**src/rtl/irq_request_latch.sv**
```systemverilog
// irq_request_latch: request-capture front end for an 8-source interrupt
// controller. It synchronises the raw request lines, detects edge or level
// events, holds them as sticky pending bits and drives the 8-to-3 priority
// encoder input.
//
// Ports:
//   clk        system clock, rising edge
//   rst_n      asynchronous active-low reset
//   req_in     raw asynchronous request lines (bit 7 = highest priority)
//   mode       per-line trigger mode: 1 = rising edge, 0 = level
//   mask       per-line enable: 1 = enabled
//   ack_valid  one-cycle acknowledge strobe
//   ack_idx    index of the line being acknowledged
//   pend_o     pend & mask, to the priority encoder
//   any_pend   OR of pend_o; qualifies the encoder output
//   ovf_o      sticky per-line overflow (only with IRQ_OVF_EN)
//
// Build option: define IRQ_OVF_EN to add the ovf_o port and overflow logic.
module irq_request_latch #(
  parameter int unsigned N_REQ = 8,
  parameter int unsigned IDX_W = 3
) (
  input  logic             clk,
  input  logic             rst_n,
  input  logic [N_REQ-1:0] req_in,
  input  logic [N_REQ-1:0] mode,
  input  logic [N_REQ-1:0] mask,
  input  logic             ack_valid,
  input  logic [IDX_W-1:0] ack_idx,
  output logic [N_REQ-1:0] pend_o,
  output logic             any_pend
`ifdef IRQ_OVF_EN
  ,
  output logic [N_REQ-1:0] ovf_o
`endif
);

  logic [N_REQ-1:0] s1_q, s1_d;
  logic [N_REQ-1:0] s2_q, s2_d;
  logic [N_REQ-1:0] req_d_q, req_d_d;
  logic [N_REQ-1:0] pend_q, pend_d;
  logic [N_REQ-1:0] edge_evt;
  logic [N_REQ-1:0] evt_set;
  logic [N_REQ-1:0] ack_clr;
`ifdef IRQ_OVF_EN
  logic [N_REQ-1:0] ovf_q, ovf_d;
  logic [N_REQ-1:0] ovf_set;
`endif

  // Synchroniser, event detection and pending-bit update
  always_comb begin
    s1_d     = req_in;
    s2_d     = s1_q;
    req_d_d  = s2_q;
    edge_evt = s2_q & ~req_d_q;
    // Edge lines fire on a synchronised rising edge, level lines while high
    evt_set  = ((mode & edge_evt) | (~mode & s2_q)) & mask;
    ack_clr  = '0;
    if (ack_valid) begin
      ack_clr[ack_idx] = 1'b1;
    end
    // Set applied after clear, so a coincident set wins
    pend_d   = (pend_q & ~ack_clr) | evt_set;
  end

`ifdef IRQ_OVF_EN
  // Overflow: a new edge event on a line whose pending bit is still
  // outstanding and not being acknowledged this cycle
  always_comb begin
    ovf_set = mode & edge_evt & mask & pend_q & ~ack_clr;
    ovf_d   = (ovf_q & ~ack_clr) | ovf_set;
  end
`endif

  // State registers
  always_ff @(posedge clk or negedge rst_n) begin
    if (!rst_n) begin
      s1_q    <= '0;
      s2_q    <= '0;
      req_d_q <= '0;
      pend_q  <= '0;
    end else begin
      s1_q    <= s1_d;
      s2_q    <= s2_d;
      req_d_q <= req_d_d;
      pend_q  <= pend_d;
    end
  end

`ifdef IRQ_OVF_EN
  always_ff @(posedge clk or negedge rst_n) begin
    if (!rst_n) begin
      ovf_q <= '0;
    end else begin
      ovf_q <= ovf_d;
    end
  end

  assign ovf_o = ovf_q;
`endif

  // Masking only gates the view; the pend register itself is untouched
  assign pend_o   = pend_q & mask;
  assign any_pend = |pend_o;

endmodule

```
**config.mk**
```make
export PLATFORM = sky130hd
export DESIGN_NAME = irq_request_latch
export DESIGN_NICKNAME = d
export VERILOG_FILES = /design/src/rtl/irq_request_latch.sv
export SDC_FILE = /design/constraint.sdc
export NUM_CORES = 1
export LEC_CHECK = 0
export CAP_MARGIN = 20
export CORE_UTILIZATION = 27
export CTS_BUF_LIST = sky130_fd_sc_hd__clkbuf_8
export DETAILED_ROUTE_END_ITERATION = 12
export GPL_TIMING_DRIVEN = 0
export PLACE_DENSITY_LB_ADDON = 0.3
export SYNTH_ARGS = -nofsm -noshare
export SYNTH_HDL_FRONTEND = slang
export SYNTH_SLANG_ARGS = --single-unit
```
**constraint.sdc**
```tcl
create_clock -name clk -period 2.1 [get_ports clk]
set_clock_uncertainty 0.1 [all_clocks]
set_input_delay 0.42 -clock clk [delete_from_list [all_inputs] [get_ports clk]]
set_output_delay 0.42 -clock clk [all_outputs]
set_load 0.01 [all_outputs]
```
==> results of run 1 <==
==> metrics by stage <==
step	cells	worst slack, ps	util
6_report	167	-296.4	0.4400
5_1_grt	167	-342.7	0.4400
4_1_cts	166	-320.1	0.4376
3_5_place_dp	158	-902.2	0.4111
3_3_place_gp	157	-910.5	0.4037
2_1_floorplan	71	56.96	-
==> cells in the mapped netlist <==
library cell / n / area share
nand2_1: 11 / 0.040
and2_4: 1 / 0.0084
nor2_1: 1 / 0.0036
nand4_1: 1 / 0.0060
dfrtp_1: 32 / 0.77
a32o_1: 8 / 0.077
nand3_1: 4 / 0.019
nor2b_1: 3 / 0.018
or2_2: 1 / 0.0060
and2_1: 7 / 0.042
or4_1: 2 / 0.014
==> cell type report <==
| class | instances | area, um^2 |
|---|---|---|
| Multi-Input combinational cell | 39 | 264.0 |
| Clock buffer | 6 | 82.58 |
| Timing Repair Buffer | 40 | 407.9 |
| Tap cell | 48 | 60.06 |
| Clock inverter | 2 | 7.507 |
| Sequential cell | 32 | 800.8 |
| Fill cell | 366 | 2066 |
==> metal layers <==
layer / vias to the layer above / wire, um
li1: 343 / -
met1: 363 / 867
met2: 15 / 1141
met3: 2 / 75
met4: 0 / 12
met5: - / 0
==> power by group through the flow <==
stage | combinational [mW] | sequential (mW) | clock (mW)
floorplan | 0.0557 | 0.683 | 0
global placement | 0.167 | 0.686 | 0
detailed placement | 0.177 | 0.689 | 0
CTS | 0.180 | 0.679 | 0.475
global route | 0.195 | 0.683 | 0.504
finish | 0.180 | 0.679 | 0.452
==> state kept, by name (all words and copies together) (netlist names) <==
register	cells
req_d_d	8
req_d_q	8
s1_q	8
pend_q	8
==> logic make-up (layout without fill, tap and decap cells) <==
logic type	after synthesis	in the layout	share of synthesized area
compound gates	8	8	0.07665
buf+inv	0	48	0
flops	32	32	0.7665
simple gates	31	31	0.1569
==> timing repair <==
action / 4_1_cts / 5_1_grt
buffers inserted: 0 / 1
resized for setup: 21 / 1
endpoints found under the setup margin: 9 / 1
pin swaps: 0 / 0
==> worst paths after layout <==
check,end,slack [ps]
min reg2reg,req_d_d[4]$_DFF_PN0_,250
max,any_pend,-300
min in group asynchronous,s1_q[3]$_DFF_PN0_,500
max reg2reg,pend_q[2]$_DFF_PN0_,1170
max in group asynchronous,pend_q[4]$_DFF_PN0_,850
min,req_d_d[4]$_DFF_PN0_,250
==> worst max-delay path: cells and delay by family (launching register included) <==
| kind | cells | cell delay (ps) |
|---|---|---|
| simple gates | 3 | 1090 |
| flops | 1 | 380 |
| buf+inv | 1 | 130 |
==> results.py, run 1 <==
metrics = {
    "cts": {
        "clock_latency_ps": 270,
        "cts.clk_slew.worst_paths_ps": 60,
        "cts_root_buf": "clkbuf_8",
        "hold_buffers": 0,
        "cts_max_path_buffers": 2,
        "numClockSinks": 32,
        "cts_buffers": 5,
        "cts_htree_levels": 2,
        "cts_tree": "yes",
    },
    "placement": {
        "gp_congestion": 0.7431,
        "dp_hpwl_mm": 1.682,
        "place_area_um2": 1516,
        "port_buffers": 38,
    },
    "timing": {
        "clock.fmax_ghz": 0.4173,
        "tightest_slew_ps": 775.0,
        "worst_slack_ps": -296.4,
        "slew_violations": 0,
        "hold_viol": 0,
        "fin_hold_ws_ps": 252.9,
        "rsz0062_at_grt": "yes",
        "slew_headroom": 0.4817,
        "setup_viol": 1,
        "fin_crit_sh": 1.141,
        "fin_crit_ps": 2396,
        "final.setup.tns_ps": -296.4,
    },
    "detailed_routing": {
        "wl_per_cell_um": 12.55,
        "drc": 0,
        "routed_wl_mm": 2.096,
        "drtIter0Drc": 7,
        "vias": 723,
        "drt-pass1-iter-count": 3,
        "viasPerCell": 4.329,
        "ant_nets": 0,
    },
    "synth": {
        "ys_seq_area_frac": 0.7665,
        "ys_types": 11,
        "synthesis.area_um2": 1045,
        "syn_inst": 71,
        "synth.avg_cell_area_um2": 14.71,
        "ys_warn_count": 0,
        "ys_ff_latch": 32,
        "syn_nets": 101,
    },
    "floorplan": {
        "start_util": 0.2832,
        "ioPinCount": 39,
        "fp.dieW_um": 64.21,
        "num_rows": 22,
        "coreArea_um2": 3689,
        "die-area_um2": 4122,
        "fp.dieH_um": 64.21,
    },
    "worst_hold_path": {
        "hold_depth": 0,
        "hold_start": "s1_q[4]$_DFF_PN0_",
        "hold_path.class": "reg -> reg",
    },
    "global_routing": {
        "grt_pass1_vias": 793,
        "busiest_layer": "met2",
        "met2_usage": 0.2035,
        "grt_max_degree": 18,
        "antenna_found_initial": 0,
        "grt-ovfl-total": 0,
        "grt_pass1_wl_mm": 3.484,
        "grt_util_met3": 0.05000,
        "grtUsageMet1": 0.1206,
        "track_usage": 0.1163,
    },
    "power": {
        "p_sw_uw": 277.8,
        "seqPwrFrac": 0.518,
        "swShare": 0.2119,
        "clock_power_share": 0.345,
        "combPwrFrac": 0.137,
        "p_int_mw": 1.033,
        "p_leak_nw": 0.6885,
        "powerDensity_nw_per_um2": 807.8,
        "power_mw": 1.311,
        "ir_worst_vdd_mv": 0.4014,
    },
    "critical_path": {
        "required_ps": 1580,
        "reg2reg_depth": 2,
        "crit_path_max_fanout": 2,
        "crit_start": "pend_q[2]$_DFF_PN0_",
        "critPathSlowestCell": "or4_4",
        "crit_chain": "and2_4 > or4_4 > or4_4 > buf_6",
        "cp-start-kind": "register",
        "r2r-start": "pend_q[2]$_DFF_PN0_",
        "crit_arrival_ps": 1880,
        "crit_top_cell": "or4_4",
        "critPathKind": "reg -> out",
        "slowest_delay_ps": 530,
        "end_kind": "output port",
    },
    "status": {
        "outcome": "finished, violations left",
        "violations": "setup timing",
    },
    "finish": {
        "final_common_cell": "dfrtp_1",
        "drive_gt1_frac": 0.1513,
        "syn2layout_area_growth_pct": 55.33,
        "fin_area_um2": 1623,
        "final_nets": 148,
        "final_cell_mix": "32 x dfrtp_1, 28 x clkdlybuf4s50_1, 11 x nand2_1",
        "diodes": 0,
    },
    "run": {
        "cap_violations": 0,
    },
}
(Power assumes the default switching activity.)
==> inputs of run 2 (changes only) <==
--- a/config.mk
+++ b/config.mk
@@ -9,7 +9,6 @@
 export CORE_UTILIZATION = 27
 export CTS_BUF_LIST = sky130_fd_sc_hd__clkbuf_8
 export DETAILED_ROUTE_END_ITERATION = 12
-export GPL_TIMING_DRIVEN = 0
 export PLACE_DENSITY_LB_ADDON = 0.3
 export SYNTH_ARGS = -nofsm -noshare
 export SYNTH_HDL_FRONTEND = slang
==> results.py, run 2 (synthesis gave the netlist of run 1 again) <==
metrics = {
    "global_routing": {
        "grt-ovfl-total": 0,
        "grt_pass1_wl_mm": 3.657,
        "track_usage": 0.1238,
        "antenna_found_initial": 0,
        "grt_pass1_vias": 828,
        "grt_max_degree": 33,
    },
    "floorplan": {
        "fp.dieW_um": 64.21,
        "fp.dieH_um": 64.21,
        "ioPinCount": 39,
        "die-area_um2": 4122,
        "start_util": 0.2832,
        "num_rows": 22,
        "coreArea_um2": 3689,
    },
    "power": {
        "p_leak_nw": 0.7195,
        "combPwrFrac": 0.143,
        "p_int_mw": 1.081,
        "powerDensity_nw_per_um2": 813.6,
        "p_sw_uw": 284.6,
        "ir_worst_vdd_mv": 0.4509,
        "clock_power_share": 0.359,
        "swShare": 0.2085,
        "seqPwrFrac": 0.497,
    },
    "cts": {
        "cts_htree_levels": 2,
        "cts_max_path_buffers": 2,
        "cts_root_buf": "clkbuf_8",
        "cts_tree": "yes",
        "cts_buffers": 5,
        "clock_latency_ps": 270,
        "cts_setup_buffers": 0,
        "hold_buffers": 0,
        "numClockSinks": 32,
        "cts.clk_slew.worst_paths_ps": 60,
    },
    "critical_path": {
        "cp-start-kind": "register",
        "end_kind": "output port",
        "crit_arrival_ps": 1870,
        "required_ps": 1580,
        "crit_path_max_fanout": 2,
        "critPathKind": "reg -> out",
    },
    "placement": {
        "port_buffers": 38,
        "dp_hpwl_mm": 1.689,
        "gp_congestion": 0.7235,
        "place_ws_ps": -891.0,
    },
    "detailed_routing": {
        "drtIter0Drc": 19,
        "wl_per_cell_um": 12.43,
        "vias": 743,
        "ant_nets": 0,
        "drc": 0,
        "viasPerCell": 4.246,
        "drt-pass1-iter-count": 4,
        "routed_wl_mm": 2.176,
    },
    "timing": {
        "worst_slack_ps": -290.2,
        "setup_viol": 1,
        "tightest_slew_ps": 386.4,
        "slew_violations": 0,
        "clock.fmax_ghz": 0.4184,
        "final.setup.tns_ps": -290.2,
        "slew_headroom": 0.7424,
        "rsz0062_at_grt": "yes",
        "fin_crit_sh": 1.138,
        "hold_viol": 0,
        "fin_crit_ps": 2390,
    },
    "finish": {
        "diodes": 0,
        "final_common_cell": "dfrtp_1",
        "drive_gt1_frac": 0.2205,
        "final_util": 0.4549,
        "num-fill-cells": 354,
        "regArea_um2": 800.8,
        "multiInputGateArea_um2": 264.0,
        "final_nets": 157,
        "syn2layout_area_growth_pct": 60.60,
        "final_cell_mix": "32 x dfrtp_1, 29 x clkdlybuf4s50_1, 11 x nand2_1, 11 x buf_4, 8 x a32o_1",
    },
    "run": {
        "cap_violations": 0,
    },
    "status": {
        "violations": "setup timing",
        "outcome": "finished, violations left",
    },
    "worst_hold_path": {
        "hold_path.class": "reg -> reg",
    },
}
-- run 2: final cells by class --
class / instances / share of cell area
repair buffers: 49 / 0.2722
multi-input cells: 39 / 0.1573
flip-flops and latches: 32 / 0.4773
well taps: 48 / 0.03579
clock buffers: 7 / 0.05742
-- run 2: power groups by stage --
stage          Clock (mW)  Combinational [mW]  Sequential (mW)
2_1_floorplan           0              0.0557            0.683
3_3_place_gp            0               0.190            0.686
3_5_place_dp            0               0.195            0.689
4_1_cts             0.510               0.200            0.679
5_1_grt             0.533               0.212            0.684
6_report            0.491               0.196            0.679
-- run 2: timing repair --
action	CTS	global route
setup endpoints to repair	9	1
gates resized for setup	21	0
pin swaps	1	0
-- run 2: final timing paths --
kind | startpoint | to | slack [ps] | cells past startpoint
setup / recovery | pend_q[2]$_DFF_PN0_ | any_pend | -290 | 4
hold / removal | s1_q[6]$_DFF_PN0_ | req_d_d[6]$_DFF_PN0_ | 250 | 0
setup reg to reg | req_d_q[6]$_DFF_PN0_ | pend_q[6]$_DFF_PN0_ | 1250 | 2
hold reg to reg | s1_q[6]$_DFF_PN0_ | req_d_d[6]$_DFF_PN0_ | 250 | 0
max in group asynchronous | rst_n | pend_q[5]$_DFF_PN0_ | 1180 | 2
min in group asynchronous | rst_n | req_d_d[1]$_DFF_PN0_ | 440 | 2
-- run 2: critical path: stages (launching register included) --
cell and delay, ps:
dfrtp_1 380, and2_4 140, or4_4 520, or4_4 430, buf_6 140
-- run 2: metal layers --
metal | GRT usage | part of all wire
met5 | 0 | 0
met4 | 0.06667 | 0.017
met3 | 0.04286 | 0.031
met2 | 0.2128 | 0.53
met1 | 0.1327 | 0.43
-- run 2: metrics by stage --
step           hold slack (ps)  total power, mW  cells  cell area [um^2]
4_1_cts                  250.2            1.389    175              1678
2_1_floorplan            24.41           0.7390     71              1049
5_1_grt                  250.8            1.429    175              1678
6_report                 247.6            1.365    175              1678
3_3_place_gp             232.4           0.8769    168              1572
3_5_place_dp             234.7           0.8847    168              1572
